[config.mk]
export PLATFORM = sky130hd
export DESIGN_NAME = uart_tx
export DESIGN_NICKNAME = d
export VERILOG_FILES = /design/src/rtl/uart_tx.sv
export SDC_FILE = /design/constraint.sdc
export NUM_CORES = 1
export LEC_CHECK = 0
export ABC_AREA = 1
export CAP_MARGIN = 40
export CORE_ASPECT_RATIO = 0.5
export CORE_MARGIN = 2
export CORE_UTILIZATION = 30
export CTS_BUF_LIST = sky130_fd_sc_hd__clkbuf_4
export CTS_CLUSTER_SIZE = 28
export DETAILED_ROUTE_END_ITERATION = 16
export MAX_ROUTING_LAYER = met4
export PLACE_DENSITY_LB_ADDON = 0.05
export SYNTH_ARGS = -nofsm -noshare
export SYNTH_HDL_FRONTEND = slang
export SYNTH_SLANG_ARGS = --single-unit
[constraint.sdc]
create_clock -name clk -period 3.6 [get_ports clk]
set_input_delay 0.54 -clock clk [delete_from_list [all_inputs] [get_ports clk]]
set_output_delay 0.54 -clock clk [all_outputs]
set_load 0.03 [all_outputs]
[src/rtl/uart_tx.sv]
// rtl/uart_tx.sv - 8N1 UART transmitter fed from a small TX FIFO.
// Optional macro UART_TX_SIM_PRINT_EN echoes each accepted byte to the simulator console.
module uart_tx #(
  parameter int CLK_DIV    = 16,
  parameter int FIFO_DEPTH = 16
) (
  input  logic                          clk,
  input  logic                          rstn,
  input  logic                          cen,
  input  logic                          wr,
  input  logic [7:0]                    wdata,
  output logic                          error,
  output logic                          txd,
  output logic                          tx_busy,
  output logic [$clog2(FIFO_DEPTH):0]   fifo_level
);
  localparam int AW = $clog2(FIFO_DEPTH);
  localparam int LW = AW + 1;
  localparam logic [15:0]   BAUD_LAST  = 16'(CLK_DIV - 1);
  localparam logic [LW-1:0] FULL_LEVEL = LW'(FIFO_DEPTH);

  typedef enum logic [1:0] {IDLE, START, DATA, STOP} state_t;

  state_t        state_q, state_d;
  logic [7:0]    mem [FIFO_DEPTH];
  logic [AW-1:0] wr_ptr, rd_ptr;
  logic [15:0]   baud_q, baud_d;
  logic [2:0]    bit_q, bit_d;
  logic [7:0]    shift_q, shift_d;
  logic [LW-1:0] level_d;
  logic          full, push, pop, txd_d, busy_d, baud_end;

  // Fullness is judged on the level at the start of the cycle, so a pop in
  // the same cycle never makes room for a push.
  assign full     = (fifo_level == FULL_LEVEL);
  assign push     = cen && wr && !full;
  assign error    = cen && (!wr || full);
  assign baud_end = (baud_q == BAUD_LAST);

  always_comb begin
    state_d = state_q;
    baud_d  = baud_q + 16'd1;
    bit_d   = bit_q;
    shift_d = shift_q;
    pop     = 1'b0;
    case (state_q)
      IDLE: begin
        baud_d = '0;
        if (fifo_level != '0) begin
          pop     = 1'b1;
          shift_d = mem[rd_ptr];
          state_d = START;
        end
      end
      START: begin
        if (baud_end) begin
          baud_d  = '0;
          bit_d   = '0;
          state_d = DATA;
        end
      end
      DATA: begin
        if (baud_end) begin
          baud_d = '0;
          if (bit_q == 3'd7) begin
            state_d = STOP;
          end else begin
            shift_d = {1'b0, shift_q[7:1]};
            bit_d   = bit_q + 3'd1;
          end
        end
      end
      STOP: begin
        if (baud_end) begin
          baud_d  = '0;
          state_d = IDLE;
        end
      end
      default: state_d = IDLE;
    endcase

    // Line value follows the state being entered so txd switches on that edge.
    case (state_d)
      START:   txd_d = 1'b0;
      DATA:    txd_d = shift_d[0];
      default: txd_d = 1'b1;
    endcase

    level_d = fifo_level + LW'(push) - LW'(pop);
    busy_d  = (state_d != IDLE) || (level_d != '0);
  end

  always_ff @(posedge clk) begin
    if (push) begin
      mem[wr_ptr] <= wdata;
    end
  end

  always_ff @(posedge clk) begin
    if (!rstn) begin
      state_q    <= IDLE;
      baud_q     <= '0;
      bit_q      <= '0;
      shift_q    <= '0;
      wr_ptr     <= '0;
      rd_ptr     <= '0;
      fifo_level <= '0;
      txd        <= 1'b1;
      tx_busy    <= 1'b0;
    end else begin
      state_q    <= state_d;
      baud_q     <= baud_d;
      bit_q      <= bit_d;
      shift_q    <= shift_d;
      fifo_level <= level_d;
      txd        <= txd_d;
      tx_busy    <= busy_d;
      if (push) begin
        wr_ptr <= wr_ptr + AW'(1);
      end
      if (pop) begin
        rd_ptr <= rd_ptr + AW'(1);
      end
    end
  end

`ifdef UART_TX_SIM_PRINT_EN
  always_ff @(posedge clk) begin
    if (rstn && push) begin
      $write("%c", wdata);
    end
  end
`endif

endmodule
Word-level counts from Yosys, hierarchy flattened
Memories as Yosys holds them, arrays and structs flattened. A register that Yosys moved wholly into a read port is not among the register bits. Cells that the tools add are included.

Register bits after elaboration: 44. Bits in writable memories: 128. Bits of input ports: 12. Output and inout port bits: 8. Logic and storage cells: 68. Memories kept: 1.

Memories: mem (depth 16, width 8, read ports 1, clocked after Yosys merged registers in 1, write ports 1, RTL line 25) `logic [7:0] mem [FIFO_DEPTH];`.

Add/subtract/negate cells: 6. Eq/ne operators: 12. Multiplexer cells: 23. Reductions and logical operators: 16.

Operators by type and width (number): case mux 16 bit (2 select lines) (1); 2-to-1 mux 8 bit (3); adder 16 x 1 -> 16 bit, second input constant (1); == test 16 x 4 -> 1 bit, second input constant (1); 2-to-1 mux 16 bit (1); case mux 8 bit (2 select lines) (1); 2-to-1 mux 2 bit (5); nonzero test 5 bit (2); 2-to-1 mux 3 bit (3); adder 4 x 1 -> 4 bit, second input constant (2); 2-to-1 mux 4 bit (2); != test 2 bit, second input constant (4); case mux 2 bit (4 select lines) (1); AND reduction 4 bit (2); == test 2 bit, second input constant (3); case mux 3 bit (2 select lines) (1); nonzero test 2 bit (3); adder 5 x 1 -> 5 bit (1); == test 5 bit, second input constant (1); subtractor 5 x 1 -> 5 bit (1); == test 2 x 1 -> 1 bit, second input constant (2); 2-to-1 mux 1 bit (4); adder 3 x 1 -> 3 bit, second input constant (1); == test 3 bit, second input constant (1); other kinds (6) (10).

Logic depth before layout (Yosys ltp)
Depth in word-level cells: 7. Mapped depth: 17. Depth with buffers taken out: 16.

Worst setup path before layout
Ideal clock, no wire load.

Path kind: flip-flop to flip-flop. Start: register fifo_level[3]. End: register tx_busy. Library setup time: 128 ps. Data arrival time: 2599 ps. Data required time: 3472 ps. Path slack: 873 ps. Stages on the path, launching flop included: 18. Path buffers: 1. Period minus slack after synthesis: 2727 ps. Cells stage by stage: dfxtp_1 -> inv_1 -> ha_1 -> nand4_1 -> nand2_2 -> inv_2 -> buf_2 -> nand2_1 -> nand2_1 -> ha_1 -> fa_1 -> a21oi_1 -> nor2_1 -> nor2_1 -> xor2_1 -> nand3_1 -> nor3_1 -> nor2_1.

Longest elaborated chain between the ends: 7. Elaborated cells between the ends (all ways): 13. Those cells by class: add/sub (2); eq/ne (1); mux (4); reduce/logical (6).

Ends and longest elaborated chain: start, declared (RTL line 15) `output logic [$clog2(FIFO_DEPTH):0] fifo_level`; start signal, assigned (RTL line 115) `fifo_level <= level_d;`; == test 5 bit (RTL line 35) `assign full = (fifo_level == FULL_LEVEL);`; zero test 1 bit (RTL line 36) `assign push = cen && wr && !full;`; logical AND 1 bit (RTL line 36); adder 5 x 1 -> 5 bit (RTL line 89) `level_d = fifo_level + LW'(push) - LW'(pop);`; subtractor 5 x 1 -> 5 bit (RTL line 89); nonzero test 5 bit (RTL line 90) `busy_d = (state_d != IDLE) || (level_d != '0);`; logical OR 1 bit (*) (RTL line 90); end signal, assigned (RTL line 117) `tx_busy <= busy_d;`; end, declared (RTL line 14) `output logic tx_busy,`.

Mark *: on every way between the ends. The rest lies on a longest branch, timed or not. A chain may end at the register's enable or synchronous reset.

Worst setup path in the final report
Same ends and word-level chain as after synthesis.

==> results.md <==
* Reg-to-reg setup timing slack at 0.76 ns
* Max VDD drop at 286 uV
* Vias at 5225
* DRT iter0 DRCs at 390
* Hold slack at 0.462 ns
* Leak pwr at 3.11 nW
* Initial antenna violation count at 0
* Final Cycle Share at 78.8%
* Least-Margin Pin Slew at 0.861 ns
* Clk slew on worst S/H paths at 0.13 ns
* Synth Area in Compound Gates at 6.71%
* Cts bufs inserted at 17
* Commonest cells post-synth: nor2_1, edfxtp_1, nand2_1, nand3_1, inv_1
* Top-Level Pins at 20
* Final std cells w/o fill at 1142
* Reg2reg end: tx_busy
* Sequential fraction of the synthesis area at 63.2%
* Mux share of post-synthesis cell area at 0%
* GPL Wtd Cong at 0.779
* Cell internal pwr at 0.00328 W
* WS Path Type: flip-flop to flip-flop
* Crit end category: flip-flop
* Routed wire length per instance at 17.4 microns
* ANT nets after route at 0
* Worst Setup EP: tx_busy
* Buf/Inv on CP at 2
* Clock Tree Root: clkbuf_4
* Initial core utilization at 30.4%
* DRT Pass-1 Iters at 5
* Worst Setup SP: fifo_level[3]
* PwrDens at 641 nW/um^2
* Clock buffer depth at 2
* Met3 Use GR at 3.59%
* Synth area leader: edfxtp_1
* Synth top area share at 50.5%
* Setup TNS Final at 0 ns
* Clk Latency, worst-skew pair at 0.63 ns
* Met1 Use GR at 23.1%
* Post-synth ARST share at 0%
* Maximum clock frequency at 353 MHz
* Synth unique cells at 30
* Post-CTS Repair Setup Buffers at 0
* H-tree Lvls at 4
* Post-DP HPWL at 12800 microns
* Share of layout cells above drive strength 1 at 7.77%
* Top-count cell post-synth: nor2_1
* Number of global-route vias before repair at 5161
* Arr. time, crit path at 3.33 ns
* Diodes inserted at 0
* Drc violations at 0
* # fillers at 2651
* Synth Register Bits at 176
* Via density at 4.58
* Hold WC Path Type: flip-flop to flip-flop
* Critical Path RT at 4.09 ns
* Layout net count at 811
* Finished layout cell area at 8430 sq um
* PortBufs at 19
* Seq pwr share at 43.9%
* Max_cap viols at 0
* WP depth at 16
* Critical path, cell by cell: inv_1 -> ha_1 -> nand4_1 -> nand2_2 -> inv_2 -> nand2_1 -> nand2_1 -> ha_1 -> fa_1 -> a21oi_1 -> nor2_1 -> nor2_1 -> xor2_1 -> nand3_1 -> nor3_1 -> nor2_1
* Post-Synth Adder-Cell Area at 2.40%
* Die X at 229 microns
* Final clock skew at 0.0341 ns
* Status: finished, final reports clean
* Setup ws final at 0.764 ns
* Max-slew headroom at 42.4%
* Mapped Avg Cell Area at 9.96 sq um
* Most Crowded Layer GR: met2
* Number of flops mapped to enable cells by yosys at 128
* Fin crit period at 2.84 ns
* Core footprint at 25000 sq um
* Reg2Reg Depth at 16
* CP max stage cell: fa_1
* Global-route wire length before repair at 31000 microns
* Cts repair resizes at 0
* DP Area at 8180 sq um
* Combinational Power Share at 36.0%
* Placed instance count at 1110
* Mapped Area at 7610 sq um
* Final wirelength at 19900 microns
* Std-Cell Rows at 41
* Clock share of power at 20.1%
* Main combinational cell family by area after synthesis: simple AND/OR/NAND/NOR gates
* Slew Limit Fails at 0
* Pre-CTS setup slack at 0.527 ns
* Crit-path leading delay family: simple AND/OR/NAND/NOR gates
* Final Setup Violations at 0
* Crit-path max FO at 13
* Yosys warns at 0
* Reg2Reg Launch Point: fifo_level[3]
* Final Hold Fails at 0
* Xor/xnor share of the synthesized area at 1.04%
* GRT met2 Usage at 23.8%
* CTS Hold Buffers Added at 0
* Most frequent CP cell: nor2_1
* Largest net degree at the start of global routing at 70
* CP startpoint kind: flip-flop
* Area Growth Syn to Fin at 10.8%
* Total grt overflow at 0
* P_sw at 0.00212 W
* CTS Sinks at 176
* Unrepaired setup endpoints after global routing: false
* Net Sw Frac at 39.3%
* Syn_nets at 790
* Synth top area cells: edfxtp_1, dfxtp_1, nor2_1
* Prevailing post-synth register cell: edfxtp_1
* All-layer global routing usage at 16.5%
* Die area at 26700 sq um
* Slowest stage delay, CP at 0.41 ns
* TritonCTS clock tree: done
* Simple-Gate Fraction of Synth Area at 20.6%
* Post-Syn Instances at 764
* Die Y at 117 microns
==> placed cells by master (no fill, tap or decap), types with 2 or more instances in the layout <==
master / n
a21oi_1: 24
buf_12: 2
buf_4: 6
buf_8: 3
clkbuf_4: 23
clkdlybuf4s50_1: 19
clkinv_1: 3
clkinv_2: 3
clkinv_4: 2
dfxtp_1: 47
edfxtp_1: 128
ha_1: 13
inv_1: 67
inv_2: 6
nand2_1: 120
nand2_2: 2
nand3_1: 79
nand4_1: 9
nor2_1: 147
nor3_1: 9
nor3b_2: 2
o211ai_2: 6
o21ai_0: 46
o21ai_1: 11
o21bai_1: 3
xor2_1: 8
==> power by group through the flow <==
stage                     combinational [W]  clock [W]  sequential (W)
after CTS                           0.00196    0.00112         0.00237
after floorplan                     0.00132          0         0.00245
final                               0.00194    0.00109         0.00237
after global placement              0.00196          0         0.00242
after global routing                0.00218    0.00121         0.00239
after detailed placement            0.00195          0         0.00242
==> kinds of logic (layout without fill, tap and decap cells) <==
logic type | Yosys count | after routing
compound gates | 91 | 91
xor+xnor | 9 | 9
fa+ha+maj | 14 | 14
buf+inv | 102 | 136
flops | 176 | 176
simple gates | 372 | 372
==> sequential cells by signal, summed over array words and instances, names as in the netlist, 2 cells and up, named ones only <==
signal / count
fifo_level: 5
wr_ptr: 4
baud_q: 16
state_q: 2
rd_ptr: 4
bit_q: 3
shift_q: 8
mem: 128
==> stage by stage <==
step,util [%],total power (W)
finish,33.7,0.00540
global route,33.7,0.00578
CTS,33.7,0.00545
detailed placement,32.7,0.00437
global placement,32.5,0.00438
floorplan,-,0.00377
==> routing by layer <==
layer | up-vias | share of wire, %
met1 | 2531 | 53
li1 | 2607 | -
met5 | - | 0
met2 | 72 | 43
met3 | 15 | 2.9
met4 | 0 | 1.2
==> worst min path at each step <==
stage / startpoint / end / slack, ns / cells past startpoint
CTS: baud_q[0] / baud_q[0] / 0.47 / 1
global placement: baud_q[0] / baud_q[0] / 0.44 / 1
global route: baud_q[0] / baud_q[0] / 0.49 / 1
finish: baud_q[0] / baud_q[0] / 0.46 / 1
floorplan: baud_q[0] / baud_q[0] / 0.42 / 1
detailed placement: baud_q[0] / baud_q[0] / 0.44 / 1
==> area by class of cell <==
type                       count  area [sq um]  area share, %
timing repair buffer          31           332           3.93
clock buffer                  23           173           2.05
multi-input combinational    486          2340           27.8
clock inverter                 9          73.8          0.876
tap                          344           430           5.11
inverter                      73           274           3.25
sequential                   176          4810           57.0
No activity file was read; power rests on OpenSTA's default activity.
